## config.mk

```make
export PLATFORM = sky130hd
export DESIGN_NAME = stub_stream_framer
export DESIGN_NICKNAME = d
export VERILOG_FILES = /design/src/rtl/stub_stream_framer.sv
export SDC_FILE = /design/constraint.sdc
export NUM_CORES = 2
export LEC_CHECK = 0
export CORE_MARGIN = 1.5
export CORE_UTILIZATION = 48
export CTS_BUF_LIST = sky130_fd_sc_hd__clkbuf_16
export DETAILED_ROUTE_END_ITERATION = 12
export GPL_ROUTABILITY_DRIVEN = 0
export HOLD_SLACK_MARGIN = 0.08
export SYNTH_ARGS = -nofsm -noshare
export SYNTH_HDL_FRONTEND = slang
export SYNTH_SLANG_ARGS = --single-unit
```

## constraint.sdc

```tcl
create_clock -name clk -period 5.96 [get_ports clk]
set_input_delay 1.192 -clock clk [delete_from_list [all_inputs] [get_ports clk]]
set_output_delay 1.192 -clock clk [all_outputs]
set_load 0.02 [all_outputs]
```

## src/rtl/stub_stream_framer.sv

```systemverilog
// stub_stream_framer
//   Buffers the merged 48-bit stub stream of each bunch crossing in a FIFO and
//   frames every event as: header {A5, BX}, data words, trailer {5A, BX, ovf, cnt}.
//   Framed words leave over a valid/ready interface with a registered head.
//
// Ports
//   clk        processing clock (rising edge)
//   reset      synchronous active-high reset, clears all state
//   new_event  one-cycle pulse at the start of each BX
//   BX         BX number, sampled with new_event
//   in_dat     merged data word; in_valid qualifies it
//   in_none    merger has no more data for the current event
//   out_dat    framed word; out_valid qualifies out_dat/out_last
//   out_ready  sink accepts the word (transfer on out_valid & out_ready)
//   out_last   out_dat is a trailer word
//   busy       collector not idle or FIFO non-empty
//   drop_cnt   saturating count of dropped data words
module stub_stream_framer #(
    parameter int DEPTH = 64,
    parameter int AW    = 6
) (
    input  logic        clk,
    input  logic        reset,
    input  logic        new_event,
    input  logic [2:0]  BX,
    input  logic [47:0] in_dat,
    input  logic        in_valid,
    input  logic        in_none,
    output logic [47:0] out_dat,
    output logic        out_valid,
    input  logic        out_ready,
    output logic        out_last,
    output logic        busy,
    output logic [15:0] drop_cnt
);

    typedef enum logic [1:0] {S_IDLE, S_HOLD, S_OPEN} state_t;

    state_t       state_reg;
    logic [1:0]   hold_reg;      // cycles spent in HOLD
    logic         pend_reg;      // trailer owed after a data word that arrived with in_none
    logic [2:0]   cur_bx_reg;
    logic [11:0]  cnt_reg;
    logic         ovf_reg;
    logic [15:0]  drop_cnt_reg;

    logic [48:0]  mem [DEPTH];
    logic [AW-1:0] wr_ptr_reg;
    logic [AW-1:0] rd_ptr_reg;
    logic [AW:0]   count_reg;    // occupancy, includes the entry shown on the output

    logic [47:0]  out_dat_reg;
    logic         out_last_reg;
    logic         out_valid_reg;

    logic [AW:0]   free;
    logic          wr_en;
    logic          wr_fire;
    logic          wr_last;
    logic [47:0]   wr_word;
    logic          accept;
    logic          drop;
    logic          pop;
    logic          load;
    logic [AW-1:0] rd_addr;
    logic [47:0]   header_word;
    logic [47:0]   trailer_word;

    assign free         = (AW+1)'(DEPTH) - count_reg;
    assign header_word  = {8'hA5, cur_bx_reg, 37'b0};
    assign trailer_word = {8'h5A, cur_bx_reg, ovf_reg, 24'b0, cnt_reg};

    // Write decode: at most one FIFO entry per cycle.
    always_comb begin
        wr_en   = 1'b0;
        wr_last = 1'b0;
        wr_word = '0;
        accept  = 1'b0;
        drop    = 1'b0;
        unique case (state_reg)
            S_HOLD: begin
                if (new_event) begin
                    wr_en   = 1'b1;
                    wr_last = 1'b1;
                    wr_word = trailer_word;
                end else if (hold_reg == 2'd0) begin
                    wr_en   = 1'b1;
                    wr_word = header_word;
                end
            end
            S_OPEN: begin
                if (new_event || pend_reg) begin
                    wr_en   = 1'b1;
                    wr_last = 1'b1;
                    wr_word = trailer_word;
                end else if (in_valid) begin
                    // Two slots stay reserved for this trailer and the next header.
                    if (free >= (AW+1)'(3)) begin
                        wr_en   = 1'b1;
                        wr_word = in_dat;
                        accept  = 1'b1;
                    end else begin
                        drop = 1'b1;
                    end
                end else if (in_none) begin
                    wr_en   = 1'b1;
                    wr_last = 1'b1;
                    wr_word = trailer_word;
                end
            end
            default: ;
        endcase
    end

    // Guard against overrun even in the corner where reservation cannot hold.
    assign wr_fire = wr_en && (count_reg != (AW+1)'(DEPTH));

    // The head entry stays in the FIFO until it is transferred.
    assign pop     = out_valid_reg && out_ready;
    assign rd_addr = pop ? rd_ptr_reg + AW'(1) : rd_ptr_reg;
    assign load    = pop ? (count_reg >= (AW+1)'(2))
                         : (!out_valid_reg && (count_reg != '0));

    // Collector FSM
    always_ff @(posedge clk) begin
        if (reset) begin
            state_reg    <= S_IDLE;
            hold_reg     <= 2'd0;
            pend_reg     <= 1'b0;
            cur_bx_reg   <= 3'd0;
            cnt_reg      <= 12'd0;
            ovf_reg      <= 1'b0;
            drop_cnt_reg <= 16'd0;
        end else begin
            if (drop && drop_cnt_reg != 16'hFFFF) begin
                drop_cnt_reg <= drop_cnt_reg + 16'd1;
            end
            if (new_event) begin
                // Start of a new event from any state; a forced close has already
                // queued the old trailer this cycle.
                state_reg  <= S_HOLD;
                hold_reg   <= 2'd0;
                pend_reg   <= 1'b0;
                cur_bx_reg <= BX;
                cnt_reg    <= 12'd0;
                ovf_reg    <= 1'b0;
            end else begin
                unique case (state_reg)
                    S_IDLE: ;
                    S_HOLD: begin
                        if (hold_reg == 2'd2) begin
                            state_reg <= S_OPEN;
                        end else begin
                            hold_reg <= hold_reg + 2'd1;
                        end
                    end
                    S_OPEN: begin
                        if (pend_reg) begin
                            pend_reg  <= 1'b0;
                            state_reg <= S_IDLE;
                        end else begin
                            if (accept && cnt_reg != 12'hFFF) begin
                                cnt_reg <= cnt_reg + 12'd1;
                            end
                            if (drop) begin
                                ovf_reg <= 1'b1;
                            end
                            if (in_none) begin
                                if (in_valid) begin
                                    pend_reg <= 1'b1;
                                end else begin
                                    state_reg <= S_IDLE;
                                end
                            end
                        end
                    end
                    default: state_reg <= S_IDLE;
                endcase
            end
        end
    end

    // FIFO storage (no reset so it maps onto block RAM)
    always_ff @(posedge clk) begin
        if (wr_fire) begin
            mem[wr_ptr_reg] <= {wr_last, wr_word};
        end
    end

    always_ff @(posedge clk) begin
        if (reset) begin
            wr_ptr_reg <= '0;
            rd_ptr_reg <= '0;
            count_reg  <= '0;
        end else begin
            if (wr_fire) begin
                wr_ptr_reg <= wr_ptr_reg + AW'(1);
            end
            if (pop) begin
                rd_ptr_reg <= rd_ptr_reg + AW'(1);
            end
            case ({wr_fire, pop})
                2'b10:   count_reg <= count_reg + (AW+1)'(1);
                2'b01:   count_reg <= count_reg - (AW+1)'(1);
                default: count_reg <= count_reg;
            endcase
        end
    end

    // Registered head: reloads in the pop cycle for 1 word/cycle throughput.
    always_ff @(posedge clk) begin
        if (reset) begin
            out_valid_reg <= 1'b0;
            out_dat_reg   <= 48'd0;
            out_last_reg  <= 1'b0;
        end else begin
            if (load) begin
                {out_last_reg, out_dat_reg} <= mem[rd_addr];
            end
            if (pop || load) begin
                out_valid_reg <= load;
            end
        end
    end

    assign out_dat   = out_dat_reg;
    assign out_last  = out_last_reg;
    assign out_valid = out_valid_reg;
    assign busy      = (state_reg != S_IDLE) || (count_reg != '0);
    assign drop_cnt  = drop_cnt_reg;

endmodule

```

Word level (Yosys, flattened, before mapping). Memory sizes are Yosys's and may differ from the RTL's. A register that Yosys moved wholly into a read port is not among the register bits. Index checks and enable logic that the tools add are counted.

Register bits: 57. Latch bits: 0. Memory bits (writable): 3136. Memory bits (read-only): 0. Input port bits: 57. Output and inout bits: 67. Logic and storage cells: 100. Memories kept: 1.

Add/subtract/negate cells: 8. Multipliers: 0. Div/mod/pow operators: 0. Order comparisons: 2. Eq/ne operators: 15. Shifts and indexed selects: 0. Muxes and demuxes: 39. Bitwise operators: 3. Reductions and logical operators: 20.

Memory list: mem (depth 64, bits a word 49, read ports 1, clocked after memory_dff 1, wr ports 1, RTL line 47) `logic [48:0] mem [DEPTH];`.

Operators by type and width (count): $mux W48 (5); $pmux W48 S2 (1); $mux W47 (1); $mux W1 (23); $add A16 B1 Y16 const B (1); $ne A16 B16 Y1 const B (1); $ge A7 B2 Y1 const B (2); $pmux W7 S2 (1); $add A12 B1 Y12 const B (1); $add A6 B1 Y6 const B (2); $ne A12 B12 Y1 const B (1); $ne A3 B3 Y1 const B (3); $mux W2 (4); $ne A4 B4 Y1 const B (2); $reduce_and A4 Y1 (2); $add A7 B1 Y7 const B (1); $ne A7 B7 Y1 const B (1); $reduce_bool A7 Y1 (1); $sub A7 B1 Y7 const B (1); $sub A7 B7 Y7 const A (1); $eq A2 B2 Y1 const B (3); $mux W6 (1); $pmux W2 S3 (1); $reduce_and A3 Y1 (2); 12 further kinds (25).

Depth between registers and ports, before layout.
Word-level depth: 9. Mapped depth: 20. Mapped depth without buffers: 17.

Worst setup path before layout. Ideal clock, no wire load.

Path kind: flip-flop to flip-flop. From: reg count_reg[1]. To: mem mem[45][0], enable pin. Setup time: 0.456 ns. Arrival time: 4.771 ns. Data required time: 5.504 ns. Slack: 0.733 ns. Cell stages (with the launch flop): 12. Path buffers: 2. Clock period less this slack: 5.227 ns. Path through: dfxtp_1 -> buf_6 -> inv_1 -> ha_1 -> or3b_2 -> xor2_1 -> o21ai_0 -> a21oi_2 -> o21ai_1 -> or4b_2 -> clkbuf_1 -> nor2_1.

Cells in the longest elaborated chain, start to end: 9. Elaborated cells between the ends (all ways): 10. Classes of those cells: 1 x add/sub; 1 x order compare; 1 x eq/ne; 6 x mux; 1 x reduce/logical.

Ends and longest elaborated chain: start: declaration (RTL line 50) `logic [AW:0] count_reg;`; start signal: assignment (RTL line 203) `2'b10: count_reg <= count_reg + (AW+1)'(1);`; start signal: assignment (RTL line 204) `2'b01: count_reg <= count_reg - (AW+1)'(1);`; start signal: assignment (RTL line 205) `default: count_reg <= count_reg;`; $sub A7 B7 Y7 (RTL line 69) `assign free = (AW+1)'(DEPTH) - count_reg;`; $ge A7 B2 Y1 (RTL line 98) `if (free >= (AW+1)'(3)) begin`; $mux W1 (RTL line 98); $mux W1 (RTL line 96) `end else if (in_valid) begin`; $mux W1 (RTL line 92) `if (new_event || pend_reg) begin`; $pmux W1 S2 (RTL line 80) `unique case (state_reg)`; $logic_and A1 B1 Y1 * (RTL line 116) `assign wr_fire = wr_en && (count_reg != (AW+1)'(DEPTH));`; $mux W1 * (RTL line 185) `if (wr_fire) begin`; $mux W1 (not written as such) * (RTL line 186) `mem[wr_ptr_reg] <= {wr_last, wr_word};`; end: declaration (RTL line 47).

Mark *: on every way between the ends. The rest lies on a longest branch, timed or not.

Final worst setup path.
From: reg count_reg[1]. To: reg count_reg[6].

Cells in the longest elaborated chain, start to end: 9. Elaborated cells between the ends (all ways): 14. Classes of those cells: 3 x add/sub; 1 x order compare; 3 x eq/ne; 5 x mux; 2 x reduce/logical.

Ends and longest elaborated chain: $sub A7 B7 Y7 (RTL line 69); $ge A7 B2 Y1 (RTL line 98); $mux W1 (RTL line 98); $mux W1 (RTL line 96); $mux W1 (RTL line 92); $pmux W1 S2 (RTL line 80); $logic_and A1 B1 Y1 (RTL line 116); $eq A2 B1 Y1 or $eq A2 B2 Y1 (tied branches) (RTL line 202) `case ({wr_fire, pop})`; $pmux W7 S2 or $reduce_bool A2 Y1 (tied branches).

Parallel ways exist; a longest one is shown, timed or not. A chain may end at the register's enable or synchronous reset.

==> impl_results.html <==
<table>
<tr><th>Metric</th><th>Value</th></tr>
<tr><th colspan="2">Logic synthesis</th></tr>
<tr><td>Synth top area cells</td><td>sky130_fd_sc_hd__edfxtp_1 74%, sky130_fd_sc_hd__mux2i_1 6.1%, sky130_fd_sc_hd__mux4_2 3.5%, sky130_fd_sc_hd__nand2_1 2.9%, sky130_fd_sc_hd__dfxtp_1 1.7%</td></tr>
<tr><td>Leading register cell type out of synthesis</td><td>sky130_fd_sc_hd__edfxtp_1</td></tr>
<tr><td>Sequential cell area fraction in the yosys report</td><td>75.8%</td></tr>
<tr><td>Combinational family with the most area after synthesis</td><td>multiplexers</td></tr>
<tr><td>Flops &amp; latches, synth</td><td>3242</td></tr>
<tr><td>Complex-gate fraction of the synthesized area</td><td>6.58%</td></tr>
<tr><td>Mapped Cells</td><td>7579</td></tr>
<tr><td>Unique cell type count in the Yosys netlist</td><td>69</td></tr>
<tr><td>Basic-gate share of the synthesized area counting and, or, nand and nor cells</td><td>5.80%</td></tr>
<tr><td>Xor/xnor share of the synthesized area</td><td>0.296%</td></tr>
<tr><td>Proportion of netlist area held by the largest area contributor</td><td>74.1%</td></tr>
<tr><td>Synth top cells by count</td><td>3136 x sky130_fd_sc_hd__edfxtp_1, 968 x sky130_fd_sc_hd__nand2_1, 776 x sky130_fd_sc_hd__mux2i_1</td></tr>
<tr><td>Post-synth EDFFs</td><td>3136</td></tr>
<tr><td>Proportion of register bits with asynchronous set or reset after synthesis</td><td>0%</td></tr>
<tr><td>Area of the mapped netlist</td><td>0.127 mm^2</td></tr>
<tr><td>Synthesized-area fraction occupied by adder cells</td><td>0.148%</td></tr>
<tr><td>Yosys warning total</td><td>0</td></tr>
<tr><td>Fraction of synthesized area in multiplexers</td><td>9.60%</td></tr>
<tr><td>Cell type contributing the most total cell area after synthesis</td><td>sky130_fd_sc_hd__edfxtp_1</td></tr>
<tr><td>Library cell with the highest instance count after synthesis</td><td>sky130_fd_sc_hd__edfxtp_1</td></tr>
<tr><td>Average footprint of a synthesized cell</td><td>16.8 um^2</td></tr>
<tr><td>Number of nets produced by synthesis</td><td>7651</td></tr>
<tr><th colspan="2">GRT</th></tr>
<tr><td>Wire length of the first global-routing pass</td><td>540000 um</td></tr>
<tr><td>Number of global-route vias before repair</td><td>70482</td></tr>
<tr><td>Number of antenna violations at the first check in global routing</td><td>17</td></tr>
<tr><td>Gr ovfl total</td><td>0</td></tr>
<tr><td>GR Util All Layers</td><td>28.7%</td></tr>
<tr><td>Largest net degree at the start of global routing</td><td>132</td></tr>
<tr><th colspan="2">Pwr</th></tr>
<tr><td>Tot Pwr</td><td>49.3 mW</td></tr>
<tr><td>VDD IR-drop max</td><td>0.318 mV</td></tr>
<tr><td>Power density cells</td><td>338 mW/mm^2</td></tr>
<tr><td>Leakage power total</td><td>51.0 nW</td></tr>
<tr><th colspan="2">Final layout</th></tr>
<tr><td>Sequential standard cell area</td><td>0.0963 mm^2</td></tr>
<tr><td>Nets</td><td>7912</td></tr>
<tr><td>Fraction of layout cells with a size suffix above 1</td><td>13.8%</td></tr>
<tr><td>Flip-flop count of the largest register after layout</td><td>3136</td></tr>
<tr><td>Area of combinational cells with multiple inputs</td><td>0.0292 mm^2</td></tr>
<tr><td>Filler Cell Count</td><td>20407</td></tr>
<tr><td>Synthesis-to-finish area growth</td><td>14.6%</td></tr>
<tr><td>End-of-flow core utilization</td><td>55.4%</td></tr>
<tr><th colspan="2">Clocking</th></tr>
<tr><td>H-tree levels</td><td>5</td></tr>
<tr><td>Number of buffers created by CTS</td><td>341</td></tr>
<tr><td>Post-CTS setup-driven buffer insertion count</td><td>0</td></tr>
<tr><td>Clock transition at the registers of the reported paths</td><td>0.06 ns</td></tr>
<tr><td>Post_cts resized</td><td>0</td></tr>
<tr><td>Insertion delay to the later sink of the worst-skew pair</td><td>0.95 ns</td></tr>
<tr><td>Longest Clk Path Bufs</td><td>4</td></tr>
<tr><td>TritonCTS clock tree</td><td>yes</td></tr>
<tr><td>Master cell of the clock root buffer</td><td>sky130_fd_sc_hd__clkbuf_16</td></tr>
<tr><td>Hold bufs inserted after CTS</td><td>0</td></tr>
<tr><td>Number of clock sinks</td><td>3242</td></tr>
<tr><th colspan="2">Flow run</th></tr>
<tr><td>Max Cap Violations</td><td>0</td></tr>
<tr><th colspan="2">Drt</th></tr>
<tr><td>Initial DRC Count</td><td>9725</td></tr>
<tr><td>Routed met2 length</td><td>183000 um</td></tr>
<tr><td>DRC Markers</td><td>0</td></tr>
<tr><td>Met3 Routed Length</td><td>34900 um</td></tr>
<tr><td>Wire length per cell after detailed routing</td><td>33.4 um</td></tr>
<tr><td>Antenna-violating nets left</td><td>0</td></tr>
<tr><td>Number of search-and-repair iterations in the first detailed-routing pass</td><td>7</td></tr>
<tr><td>Wire length on met1</td><td>155000 um</td></tr>
<tr><td>Total wirelength of the detailed-routed design</td><td>388000 um</td></tr>
<tr><td>Overall via count from detail_route</td><td>73753</td></tr>
<tr><td>Uppermost routed layer</td><td>met5</td></tr>
<tr><td>Routed via count divided by cell count</td><td>6.35</td></tr>
<tr><th colspan="2">Setup path</th></tr>
<tr><td>Required time at the endpoint of the critical path</td><td>6.74 ns</td></tr>
<tr><td>Arrival time of the worst setup path</td><td>5.61 ns</td></tr>
<tr><td>Critical setup path kind</td><td>reg -&gt; reg</td></tr>
<tr><td>Capturing element type of the critical path</td><td>register</td></tr>
<tr><td>Type of origin of the critical path</td><td>register</td></tr>
<tr><td>Critical Path Fanout Max</td><td>11</td></tr>
<tr><th colspan="2">Timing</th></tr>
<tr><td>Upper clock frequency limit</td><td>207 MHz</td></tr>
<tr><td>Max Clock Skew</td><td>0.0509 ns</td></tr>
<tr><td>Endpoints failing setup</td><td>0</td></tr>
<tr><td>Share of the cycle needed by the critical path after routing</td><td>81.0%</td></tr>
<tr><td>Number of endpoints with negative hold slack in the final report</td><td>0</td></tr>
<tr><td>Setup repair after global routing missed its margin</td><td>no</td></tr>
<tr><td>Crit path time final</td><td>4.83 ns</td></tr>
<tr><td>Aggregate negative setup slack</td><td>0 ns</td></tr>
<tr><td>Hold Worst Slack</td><td>0.451 ns</td></tr>
<tr><td>Final Slew Violations</td><td>0</td></tr>
<tr><td>Max-slew headroom at the worst pin</td><td>13.0%</td></tr>
<tr><td>Slew at the pin closest to its max-slew limit</td><td>1.30 ns</td></tr>
<tr><th colspan="2">Floorplan</th></tr>
<tr><td>Die width</td><td>517 um</td></tr>
<tr><td>I/O pin total</td><td>124</td></tr>
<tr><td>Number of rows created at floorplan</td><td>188</td></tr>
<tr><td>Starting utilization of the core area</td><td>48.3%</td></tr>
<tr><td>Die footprint</td><td>0.268 mm^2</td></tr>
<tr><td>Die span in y</td><td>517 um</td></tr>
<tr><td>Core Area</td><td>0.263 mm^2</td></tr>
<tr><th colspan="2">Run status</th></tr>
<tr><td>Result of the run</td><td>finished, final reports clean</td></tr>
<tr><th colspan="2">Placement</th></tr>
<tr><td>Port Buffer Count</td><td>123</td></tr>
<tr><td>Hpwl dp</td><td>209000 um</td></tr>
<tr><th colspan="2">Hold path</th></tr>
<tr><td>Class of the worst hold path</td><td>reg -&gt; reg</td></tr>
</table>
==> cells in the final DEF, fill, tap and decap left out, drive strengths merged, types with 11 or more instances in the layout <==
cell type	synthesis	final
nand3	38	38
o22ai	92	92
clkinv	0	141
and3	248	248
ha	15	15
nand2	968	968
nor3	54	54
and2	29	29
a32o	92	92
clkdlybuf4s50	0	122
a311oi	147	147
a32oi	107	107
clkinvlp	0	11
o21ai	203	203
nor2	176	176
clkbuf	335	347
a2111o	45	45
xnor2	23	23
a31oi	96	96
mux2i	776	776
inv	14	91
a22o	16	16
a21oi	69	69
or3	58	58
a211oi	240	240
bufinv	0	25
xor2	19	19
mux4	195	195
nand4	20	20
buf	188	319
edfxtp	3136	3136
dfxtp	106	106
==> where the power goes <==
part | internal [mW] | total (mW) | switching, mW
sequential | 24.7 | 24.8 | 0.132
clock | 11.6 | 20.2 | 8.60
combinational | 1.70 | 4.23 | 2.53
==> metal layers <==
layer	track usage, %	vias to the layer above
met5	0	-
met4	10.7	6
met3	4.76	756
met2	45.4	3926
met1	40.1	38427
li1	-	30638
==> logic make-up (layout without fill, tap and decap cells) <==
group	Yosys count	after routing
multiplexers	974	974
other	0	7
flip-flops	3242	3242
AND/OR/NAND/NOR	1638	1638
AO/OA/AOI/OAI	1131	1131
adder cells (fa/ha/maj)	15	15
buffers and inverters	537	1056
XOR/XNOR	42	42
==> worst max-delay path: stages (launching register included) <==
cell and delay, ns:
sky130_fd_sc_hd__dfxtp_1 0.41, sky130_fd_sc_hd__inv_1 0.13, sky130_fd_sc_hd__ha_1 0.22, sky130_fd_sc_hd__or3b_2 0.51, sky130_fd_sc_hd__xor2_1 0.15, sky130_fd_sc_hd__o21ai_0 0.52, sky130_fd_sc_hd__a21oi_2 0.25, sky130_fd_sc_hd__o21ai_1 0.34
sky130_fd_sc_hd__ha_1 0.33, sky130_fd_sc_hd__xor2_1 0.11, sky130_fd_sc_hd__ha_1 0.20, sky130_fd_sc_hd__a21oi_1 0.20, sky130_fd_sc_hd__and3b_1 0.20, sky130_fd_sc_hd__a221oi_1 0.35, sky130_fd_sc_hd__mux2_2 0.39, sky130_fd_sc_hd__a31oi_1 0.19
sky130_fd_sc_hd__xnor2_1 0.14, sky130_fd_sc_hd__nor2_1 0.05
==> layout make-up <==
cell class                 count  share of cell area (%)
sequential                  3242                    66.1
tap                         3515                    3.02
clock inverter               254                    1.22
multi-input combinational   3800                    20.1
clock buffer                 347                    5.96
antenna                        7                  0.0120
timing repair buffer         441                    3.55
inverter                      14                  0.0361
==> stage by stage <==
| stage | area (um^2) | cells | setup WS, ns |
|---|---|---|---|
| 6_report | 146000 | 11620 | 1.13 |
| 5_1_grt | 146000 | 11616 | 0.897 |
| 4_1_cts | 146000 | 11613 | 1.12 |
| 3_3_place_gp | 135000 | 11012 | 0.849 |
| 3_5_place_dp | 135000 | 11012 | 0.826 |
| 2_1_floorplan | 127000 | 7579 | 0.733 |
==> final timing paths <==
check / slack (ns) / depth (start not counted) / start / to
max reg2reg: 1.13 / 17 / count_reg[1] / count_reg[6]
min reg2reg: 0.45 / 2 / ovf_reg / ovf_reg
max: 1.13 / 17 / count_reg[1] / count_reg[6]
min: 0.45 / 2 / ovf_reg / ovf_reg
No activity file was read; power rests on OpenSTA's default activity.
